### src/rtl/distribute_1x2_branch_buffer_pkg.sv
// Shared branch indices and switch command encodings for the 1x2 distribute path.
package distribute_1x2_branch_buffer_pkg;

  localparam int BR_LOW  = 0;
  localparam int BR_HIGH = 1;

  typedef enum logic [1:0] {
    CMD_NA   = 2'b00,
    CMD_LOW  = 2'b01,
    CMD_HIGH = 2'b10,
    CMD_DUP  = 2'b11
  } cmd_e;

endpackage

### src/rtl/distribute_1x2_branch_buffer_fifo.sv
// First-word fall-through synchronous FIFO; the head word is always presented on dout.
module sync_fifo_fwft
  import distribute_1x2_branch_buffer_pkg::*;
#(
  parameter int DATA_WIDTH = 32,
  parameter int FIFO_DEPTH = 4
) (
  input  logic                  clk,
  input  logic                  rst,
  input  logic                  push,
  input  logic [DATA_WIDTH-1:0] din,
  input  logic                  pop,
  output logic [DATA_WIDTH-1:0] dout,
  output logic                  full,
  output logic                  empty
);

  localparam int PTR_WIDTH = $clog2(FIFO_DEPTH);

  logic [DATA_WIDTH-1:0] mem_q [FIFO_DEPTH];
  logic [PTR_WIDTH-1:0]  wr_ptr_q, wr_ptr_d;
  logic [PTR_WIDTH-1:0]  rd_ptr_q, rd_ptr_d;
  logic [PTR_WIDTH:0]    count_q, count_d;
  logic                  do_push, do_pop;

  assign full    = (count_q == (PTR_WIDTH+1)'(FIFO_DEPTH));
  assign empty   = (count_q == '0);
  assign do_push = push & ~full;
  assign do_pop  = pop & ~empty;
  assign dout    = mem_q[rd_ptr_q];

  // Pointers wrap naturally because FIFO_DEPTH is a power of two.
  always_comb begin
    wr_ptr_d = wr_ptr_q;
    rd_ptr_d = rd_ptr_q;
    count_d  = count_q;
    if (do_push) wr_ptr_d = wr_ptr_q + PTR_WIDTH'(1);
    if (do_pop)  rd_ptr_d = rd_ptr_q + PTR_WIDTH'(1);
    case ({do_push, do_pop})
      2'b10:   count_d = count_q + (PTR_WIDTH+1)'(1);
      2'b01:   count_d = count_q - (PTR_WIDTH+1)'(1);
      default: count_d = count_q;
    endcase
  end

  always_ff @(posedge clk) begin
    if (rst) begin
      wr_ptr_q <= '0;
      rd_ptr_q <= '0;
      count_q  <= '0;
    end else begin
      wr_ptr_q <= wr_ptr_d;
      rd_ptr_q <= rd_ptr_d;
      count_q  <= count_d;
    end
  end

  // Storage carries no reset; stale contents are masked by empty at the top level.
  always_ff @(posedge clk) begin
    if (do_push) mem_q[wr_ptr_q] <= din;
  end

endmodule

### src/rtl/distribute_1x2_branch_buffer.sv
// Buffers the two branch outputs of the 1x2 distribute switch into per-branch FWFT FIFOs.
module distribute_1x2_branch_buffer
  import distribute_1x2_branch_buffer_pkg::*;
#(
  parameter int DATA_WIDTH = 32,
  parameter int FIFO_DEPTH = 4
) (
  input  logic                    clk,
  input  logic                    rst,
  input  logic [1:0]              i_valid,
  input  logic [2*DATA_WIDTH-1:0] i_data_bus,
  output logic                    o_ready,
  output logic [1:0]              o_valid,
  output logic [2*DATA_WIDTH-1:0] o_data_bus,
  input  logic [1:0]              i_ready,
  output logic [1:0]              o_full,
  output logic [1:0]              o_empty
);

  localparam int PTR_WIDTH = $clog2(FIFO_DEPTH);

  cmd_e                  cmd;
  logic                  transfer;
  logic [1:0]            push, pop;
  logic [DATA_WIDTH-1:0] head [2];

  // Ready looks only at the full flags so the switch sees no loop through i_valid,
  // and a duplicate is only accepted when both branches have room.
  assign o_ready  = ~rst & ~o_full[BR_HIGH] & ~o_full[BR_LOW];
  assign cmd      = cmd_e'(i_valid);
  assign transfer = (cmd != CMD_NA) & o_ready;

  for (genvar b = 0; b < 2; b++) begin : g_branch
    assign push[b]    = transfer & i_valid[b];
    assign pop[b]     = o_valid[b] & i_ready[b];
    assign o_valid[b] = ~o_empty[b];
    assign o_data_bus[b*DATA_WIDTH +: DATA_WIDTH] = o_empty[b] ? '0 : head[b];

    sync_fifo_fwft #(
      .DATA_WIDTH (DATA_WIDTH),
      .FIFO_DEPTH (FIFO_DEPTH)
    ) u_fifo (
      .clk   (clk),
      .rst   (rst),
      .push  (push[b]),
      .din   (i_data_bus[b*DATA_WIDTH +: DATA_WIDTH]),
      .pop   (pop[b]),
      .dout  (head[b]),
      .full  (o_full[b]),
      .empty (o_empty[b])
    );
  end

  if (FIFO_DEPTH < 2 || (1 << PTR_WIDTH) != FIFO_DEPTH) begin : g_bad_depth
    $error("FIFO_DEPTH must be a power of two and at least 2");
  end

endmodule

### config.mk
export PLATFORM = sky130hd
export DESIGN_NAME = distribute_1x2_branch_buffer
export DESIGN_NICKNAME = d
export VERILOG_FILES = /design/src/rtl/distribute_1x2_branch_buffer_pkg.sv /design/src/rtl/distribute_1x2_branch_buffer_fifo.sv /design/src/rtl/distribute_1x2_branch_buffer.sv
export SDC_FILE = /design/constraint.sdc
export NUM_CORES = 1
export LEC_CHECK = 0
export CAP_MARGIN = 20
export CORE_MARGIN = 1
export CORE_UTILIZATION = 30
export DETAILED_ROUTE_END_ITERATION = 8
export PLACE_DENSITY_LB_ADDON = 0.1
export SYNTH_ARGS = -nofsm -noshare
export SYNTH_HDL_FRONTEND = slang
export SYNTH_SLANG_ARGS = --single-unit
### constraint.sdc
create_clock -name clk -period 3.05 [get_ports clk]
set_clock_uncertainty 0.2 [all_clocks]
set_input_delay 0.7625 -clock clk [delete_from_list [all_inputs] [get_ports clk]]
set_output_delay 0.7625 -clock clk [all_outputs]
set_load 0.05 [all_outputs]
==> results of run 1 <==
synth_stat cells, types with 5 or more instances:
| cell type | number | area share |
|---|---|---|
| ha_1 | 10 | 0.012 |
| buf_6 | 5 | 0.0052 |
| clkbuf_1 | 5 | 0.0017 |
| inv_1 | 14 | 0.0049 |
| nor2_1 | 16 | 0.0056 |
| nor2b_1 | 54 | 0.031 |
| xor2_1 | 8 | 0.0065 |
| dfxtp_1 | 18 | 0.034 |
| buf_2 | 9 | 0.0042 |
| and3_1 | 8 | 0.0047 |
| mux4_2 | 64 | 0.13 |
| and2b_1 | 10 | 0.0070 |
| edfxtp_1 | 256 | 0.72 |
worst max-delay path: cells and delay by family, from the launching register on:
kind | cells | cell delay, ns
flip-flops | 1 | 0.44
multiplexers | 1 | 0.49
buffers and inverters | 2 | 0.38
AND/OR/NAND/NOR | 1 | 0.18
state kept, by name, indices dropped and copies added, names as in the netlist, named ones only:
signal	flops
g_branch.u_fifo.rd_ptr_q	4
g_branch.u_fifo.mem_q	256
g_branch.u_fifo.count_q	6
g_branch.u_fifo.wr_ptr_q	4
layer usage:
| layer | track usage | wire, um | vias up |
|---|---|---|---|
| met4 | 0.0314 | 465 | 2 |
| met2 | 0.218 | 11600 | 116 |
| li1 | - | - | 2405 |
| met3 | 0.0312 | 1310 | 33 |
| met5 | 0 | 17 | - |
| met1 | 0.170 | 10100 | 2805 |
metrics by stage:
stage                     utilization  worst slack, ns
after floorplan                     -            0.267
after global placement          0.372           0.0759
after detailed placement        0.372           0.0191
after CTS                       0.404         -0.00321
after global routing            0.408          -0.0211
final                           0.408           0.0480
kinds of logic (layout without fill, tap and decap cells):
logic type | after synthesis | in the layout
xor+xnor | 8 | 8
simple gates | 103 | 103
flops | 274 | 274
mux | 68 | 68
buf+inv | 41 | 244
fa+ha+maj | 12 | 12
compound gates | 10 | 10
other cells | 0 | 1
path summary, 6_finish.rpt:
| path | startpoint | endpoint | slack, ns | cells after the start |
|---|---|---|---|---|
| setup / recovery | flip-flop | o_data_bus[9] | 0.05 | 4 |
| hold / removal | g_branch[1].u_fifo.wr_ptr_q[1] | g_branch[1].u_fifo.wr_ptr_q[1] | 0.32 | 2 |
| setup reg to reg | g_branch[1].u_fifo.count_q[2] | g_branch[0].u_fifo.count_q[2] | 0.58 | 10 |
| hold reg to reg | g_branch[1].u_fifo.wr_ptr_q[1] | g_branch[1].u_fifo.wr_ptr_q[1] | 0.32 | 2 |
where the power goes:
part	internal, mW	switching, mW	leakage (nW)
sequential	4.44	0.196	2.47
clock	2.14	1.39	0.487
combinational	2.49	3.55	1.81
total	9.08	5.14	4.77
area by class of cell:
type / count / area [um^2] / area share
well taps: 455 / 569 / 0.0400
clock inverters: 15 / 125 / 0.00879
clock buffers: 42 / 867 / 0.0609
inverters: 14 / 52.6 / 0.00369
multi-input cells: 201 / 2470 / 0.174
flip-flops and latches: 274 / 8060 / 0.566
repair buffers: 173 / 2080 / 0.146
diodes: 1 / 2.50 / 0.000176
timing repair:
item | in CTS | in global routing
gates resized for setup | 21 | 18
setup endpoints to repair | 64 | 23
gates cloned | 2 | 3
buffers inserted | 0 | 0
==> results.py, run 1 <==
metrics = {
    "critical_path": {
        "arrival_ns": 2.04,
        "cp-end-kind": "output port",
        "critical_path.startpoint_type": "flip-flop",
        "path_class": "flip-flop to output port",
        "slowest_delay_ns": 0.49,
        "path_cells": "clkbuf_16 > mux4_2 > nor2b_1 > buf_12",
        "slowest_stage": "mux4_2",
        "cp.required_ns": 2.09,
        "crit_fanout": 8,
    },
    "grt": {
        "antenna_found_initial": 2,
        "grt_pass1_wl_um": 35500,
        "grtUsageTotal": 0.130,
        "grt_max_degree": 34,
        "grt_pass1_vias": 5823,
        "overflow": 0,
    },
    "timing": {
        "tightest_slew_ns": 0.593,
        "fmax_ghz": 0.333,
        "final.setup.tns_ns": 0,
        "fin_crit_sh": 0.984,
        "rsz0062_at_grt": "true",
        "max_slew_margin": 0.599,
        "fin_crit_ns": 3.00,
        "holdWs_ns": 0.321,
        "slew_viol_final": 0,
        "finalSetupViolations": 0,
        "hold_viol": 0,
    },
    "pwr": {
        "p_total_mw": 14.2,
        "peakVddDrop_mv": 0.765,
        "power.density_nw_per_um2": 999,
        "leakage_nw": 4.77,
    },
    "cts": {
        "cts_sinks": 274,
        "cts_made_buffers": 31,
        "cts-root-buf": "clkbuf_16",
        "htreeDepth": 1,
        "hold_buffers": 0,
        "cts_tree": "done",
        "cts_max_path_buffers": 3,
        "path_clk_slew_ns": 0.06,
        "clk_latency_ns": 0.54,
    },
    "min_path": {
        "hold_class": "flip-flop to flip-flop",
    },
    "routing": {
        "drtPass1Iterations": 4,
        "ant_nets": 0,
        "drc_errors": 0,
        "wl_per_cell_um": 20.0,
        "drt-vias-per-instance": 4.56,
        "drt-total-wl_um": 23500,
        "via_count": 5361,
        "drt_iter0_drc": 302,
    },
    "placement": {
        "port_buffers": 140,
        "gp_congestion": 0.674,
        "hpwl_um": 14400,
        "place_area_um2": 13000,
        "dp_cells": 1112,
    },
    "logic_synthesis": {
        "synthDistinctLibCells": 30,
        "yosys.area_share.simple": 0.0604,
        "synth_edf_count": 256,
        "synthCells": 516,
        "syn_area_per_cell_um2": 20.8,
        "synth_top_family_by_area": "multiplexers",
        "synth_ff_type": "edfxtp_1",
        "ys_warn_count": 0,
        "synthArstFlopShare": 0,
        "synth_xor_area_frac": 0.00652,
        "syn_area_um2": 10700,
        "yosys-mux-area-fraction": 0.138,
        "synthAdderAreaFrac": 0.0154,
        "seq_area_frac_synth": 0.749,
        "synth_compound_area_frac": 0.00582,
        "syn_nets": 598,
        "synth_seq_cells": 274,
    },
    "cells_and_area": {
        "syn_to_final_growth_pct": 32.4,
        "fin_nets": 777,
        "finalNonFillerCells": 1175,
        "layout_common_cells": "edfxtp_1, clkdlybuf4s50_1, mux4_2, nor2b_1, buf_4",
        "layout_commonest_cell": "edfxtp_1",
        "drive_gt1_frac": 0.331,
        "fin_area_um2": 14200,
        "nFillCells": 3121,
    },
    "floorplanning": {
        "die_area_um2": 36600,
        "dieHeight_um": 191,
        "fp.dieW_um": 191,
        "rows": 68,
        "boundaryPins": 141,
        "start_util": 0.308,
        "core_area_um2": 34900,
    },
    "run": {
        "drv_cap": 0,
    },
    "run_status": {
        "outcome": "complete, no violations",
    },
}
(Power assumes the default switching activity.)
==> run 2: changes to the inputs <==
Settings changed: SLEW_MARGIN from default to 5.
==> results of run 2 <==
No change in the layout: final DEF, timing and power equal those of run 1.
==> run 3: changes to the inputs <==
Settings changed: CORE_MARGIN 1 to 3, HOLD_SLACK_MARGIN from default to 0.12.
==> run 3 against run 2 <==
Worst hold slack improved by 0.0061 ns. Power fell by 2.5%. First-iteration DRC count grew 3.6%. Worst setup slack better by 0.033 ns. Critical path depth unchanged. Flip-flop and latch count unchanged. Die area grew 4.2%. Via count shrank 2.1%. Sequential share of layout area grew 0.92 points. Critical endpoint is now o_data_bus[6]. Highest routed layer unchanged.
==> results.py, run 3 (synthesized netlist as in run 1, its figures left out) <==
metrics = {
    "run_status": {
        "outcome": "complete, no violations",
    },
    "routing": {
        "wl_met1_um": 9950,
        "wl_met2_um": 11300,
        "ant_nets": 0,
        "drt_iter0_drc": 313,
        "drt-vias-per-instance": 4.50,
        "wl_met3_um": 1240,
        "highest_layer": "met5",
        "drt-total-wl_um": 22900,
        "via_count": 5250,
        "drtPass1Iterations": 4,
        "drc_errors": 0,
        "wl_per_cell_um": 19.6,
    },
    "floorplanning": {
        "dieHeight_um": 195,
        "rows": 68,
        "boundaryPins": 141,
        "start_util": 0.308,
        "core_area_um2": 34900,
        "fp.dieW_um": 195,
        "die_area_um2": 38100,
    },
    "pwr": {
        "p_sw_mw": 5.06,
        "seq_power_share": 0.333,
        "internal_power_mw": 8.80,
        "netSwitchingFraction": 0.365,
        "clkPwrFrac": 0.245,
        "peakVddDrop_mv": 0.652,
        "combPwrFrac": 0.423,
        "power.density_nw_per_um2": 990,
        "leakage_nw": 4.67,
    },
    "grt": {
        "grt_pass1_wl_um": 35000,
        "grt_pass1_vias": 5783,
        "antenna_found_initial": 2,
        "grt_max_degree": 35,
        "grtUsageTotal": 0.118,
        "overflow": 0,
    },
    "cells_and_area": {
        "largest-register": "g_branch.u_fifo.mem_q",
        "nFillCells": 3156,
        "largest_register_ffs": 256,
        "multi_input_area_um2": 2460,
        "fin_nets": 771,
        "syn_to_final_growth_pct": 30.3,
        "layout_common_cells": "edfxtp_1, clkdlybuf4s50_1, mux4_2, buf_4, nor2b_1",
        "drive_gt1_frac": 0.318,
        "finalNonFillerCells": 1167,
        "fin_area_um2": 14000,
        "reg_top3": "g_branch.u_fifo.mem_q: 256 flops, g_branch.u_fifo.count_q: 6 flops",
        "seq_area_um2": 8060,
        "layout_commonest_cell": "edfxtp_1",
    },
    "critical_path": {
        "critical_path.startpoint_type": "flip-flop",
        "worstReg2RegStart": "g_branch[0].u_fifo.count_q[2]",
        "r2r_cells": 10,
        "crit_fanout": 13,
        "cp_top_family": "multiplexers",
        "path_class": "flip-flop to output port",
        "critPathBufInv": 2,
        "slowest_delay_ns": 0.52,
        "r2r-end": "g_branch[1].u_fifo.count_q[2]",
        "slowest_stage": "mux4_2",
        "arrival_ns": 2.01,
        "cp-end-kind": "output port",
        "cp.required_ns": 2.09,
        "r2r_slack_ns": 0.48,
        "path_cells": "buf_12 > mux4_2 > nor2b_1 > buf_12",
        "timing.critical_path.mode_cell": "buf_12",
    },
    "placement": {
        "gp_congestion": 0.671,
        "port_buffers": 140,
        "dp_cells": 1111,
        "place_area_um2": 13000,
        "hpwl_um": 14200,
    },
    "timing": {
        "tightest_slew_ns": 0.513,
        "rsz0062_at_grt": "true",
        "fin_crit_ns": 2.97,
        "finalSetupViolations": 0,
        "hold_viol": 0,
        "fmax_ghz": 0.337,
        "slew_viol_final": 0,
        "fin_crit_sh": 0.973,
        "max_slew_margin": 0.659,
    },
    "cts": {
        "path_clk_slew_ns": 0.06,
        "cts_max_path_buffers": 3,
        "htreeDepth": 1,
        "hold_buffers": 0,
        "clk_latency_ns": 0.54,
        "cts_setup_buffers": 0,
        "cts_made_buffers": 30,
        "cts_sinks": 274,
        "cts_tree": "done",
        "cts-root-buf": "clkbuf_16",
    },
    "min_path": {
        "min_path_cells": 2,
        "min_from": "g_branch[1].u_fifo.wr_ptr_q[1]",
        "hold_class": "flip-flop to flip-flop",
        "hold-path-endpoint": "g_branch[1].u_fifo.wr_ptr_q[1]",
    },
    "run": {
        "drv_cap": 0,
    },
}
## run 3: cell count changes in the layout (fill, tap and decap cells not counted), sizes merged
cell	change
dlygate4sd2	+1
clkinvlp	-1
buf	-3
dlymetal6s2s	-1
clkbuf	-11
clkinv	+7
## run 3: worst max-delay path by stage
stage	from	to	slack (ns)	depth (start not counted)
6_report	flip-flop	o_data_bus[6]	0.08	4
4_1_cts	flip-flop	o_data_bus[7]	0.003	4
5_1_grt	flip-flop	o_data_bus[6]	-0.01	4
3_3_place_gp	rst	g_branch[1].u_fifo.count_q[2]	-0.01	10
2_1_floorplan	rst	g_branch[0].u_fifo.mem_q[0][0]	0.27	3
3_5_place_dp	rst	g_branch[1].u_fifo.count_q[2]	-0.08	10
## run 3: metrics by stage
stage	hold WS, ns	setup slack (ns)	power (mW)	TNS (ns)	util
after detailed placement	0.315	-0.0835	10.6	-0.0835	0.373
after CTS	0.330	0.00345	14.1	0	0.400
final	0.327	0.0811	13.9	0	0.401
after global placement	0.298	-0.0137	10.6	-0.0137	0.373
after global routing	0.346	-0.0126	14.5	-0.0278	0.401
after floorplan	0.282	0.267	8.43	0	-
## run 3: power by group through the flow
stage	sequential (mW)	clock, mW	combinational (mW)
final	4.61	3.39	5.86
after global routing	4.64	3.67	6.22
after CTS	4.60	3.52	5.96
after detailed placement	4.67	0	5.91
after global placement	4.66	0	5.89
after floorplan	4.62	0	3.81
## run 3: layout make-up
cell class	instances	share of cell area
Tap cell	455	0.0407
Inverter	14	0.00375
Clock buffer	33	0.0559
Sequential cell	274	0.576
Antenna cell	1	0.000179
Timing Repair Buffer	168	0.137
Clock inverter	21	0.0107
Multi-Input combinational cell	201	0.176
## run 3: repair_timing
action                                  in CTS  in global routing
endpoints found under the setup margin      33                 32
pin swaps                                    0                  0
gates resized for setup                      8                  7
gates cloned                                 0                  1
endpoints found under the hold margin        0                  0
## run 3: metal layers
| metal | GRT usage | vias to the layer above |
|---|---|---|
| li1 | - | 2387 |
| met1 | 0.156 | 2702 |
| met2 | 0.200 | 123 |
| met3 | 0.0281 | 34 |
| met4 | 0.0277 | 4 |
| met5 | 0 | - |
## run 3: worst min-delay path, delay by kind of cell (launching register included)
kind,cells,cell delay [ns]
flip-flops,1,0.34
multiplexers,1,0.06
AND/OR/NAND/NOR,1,0.08
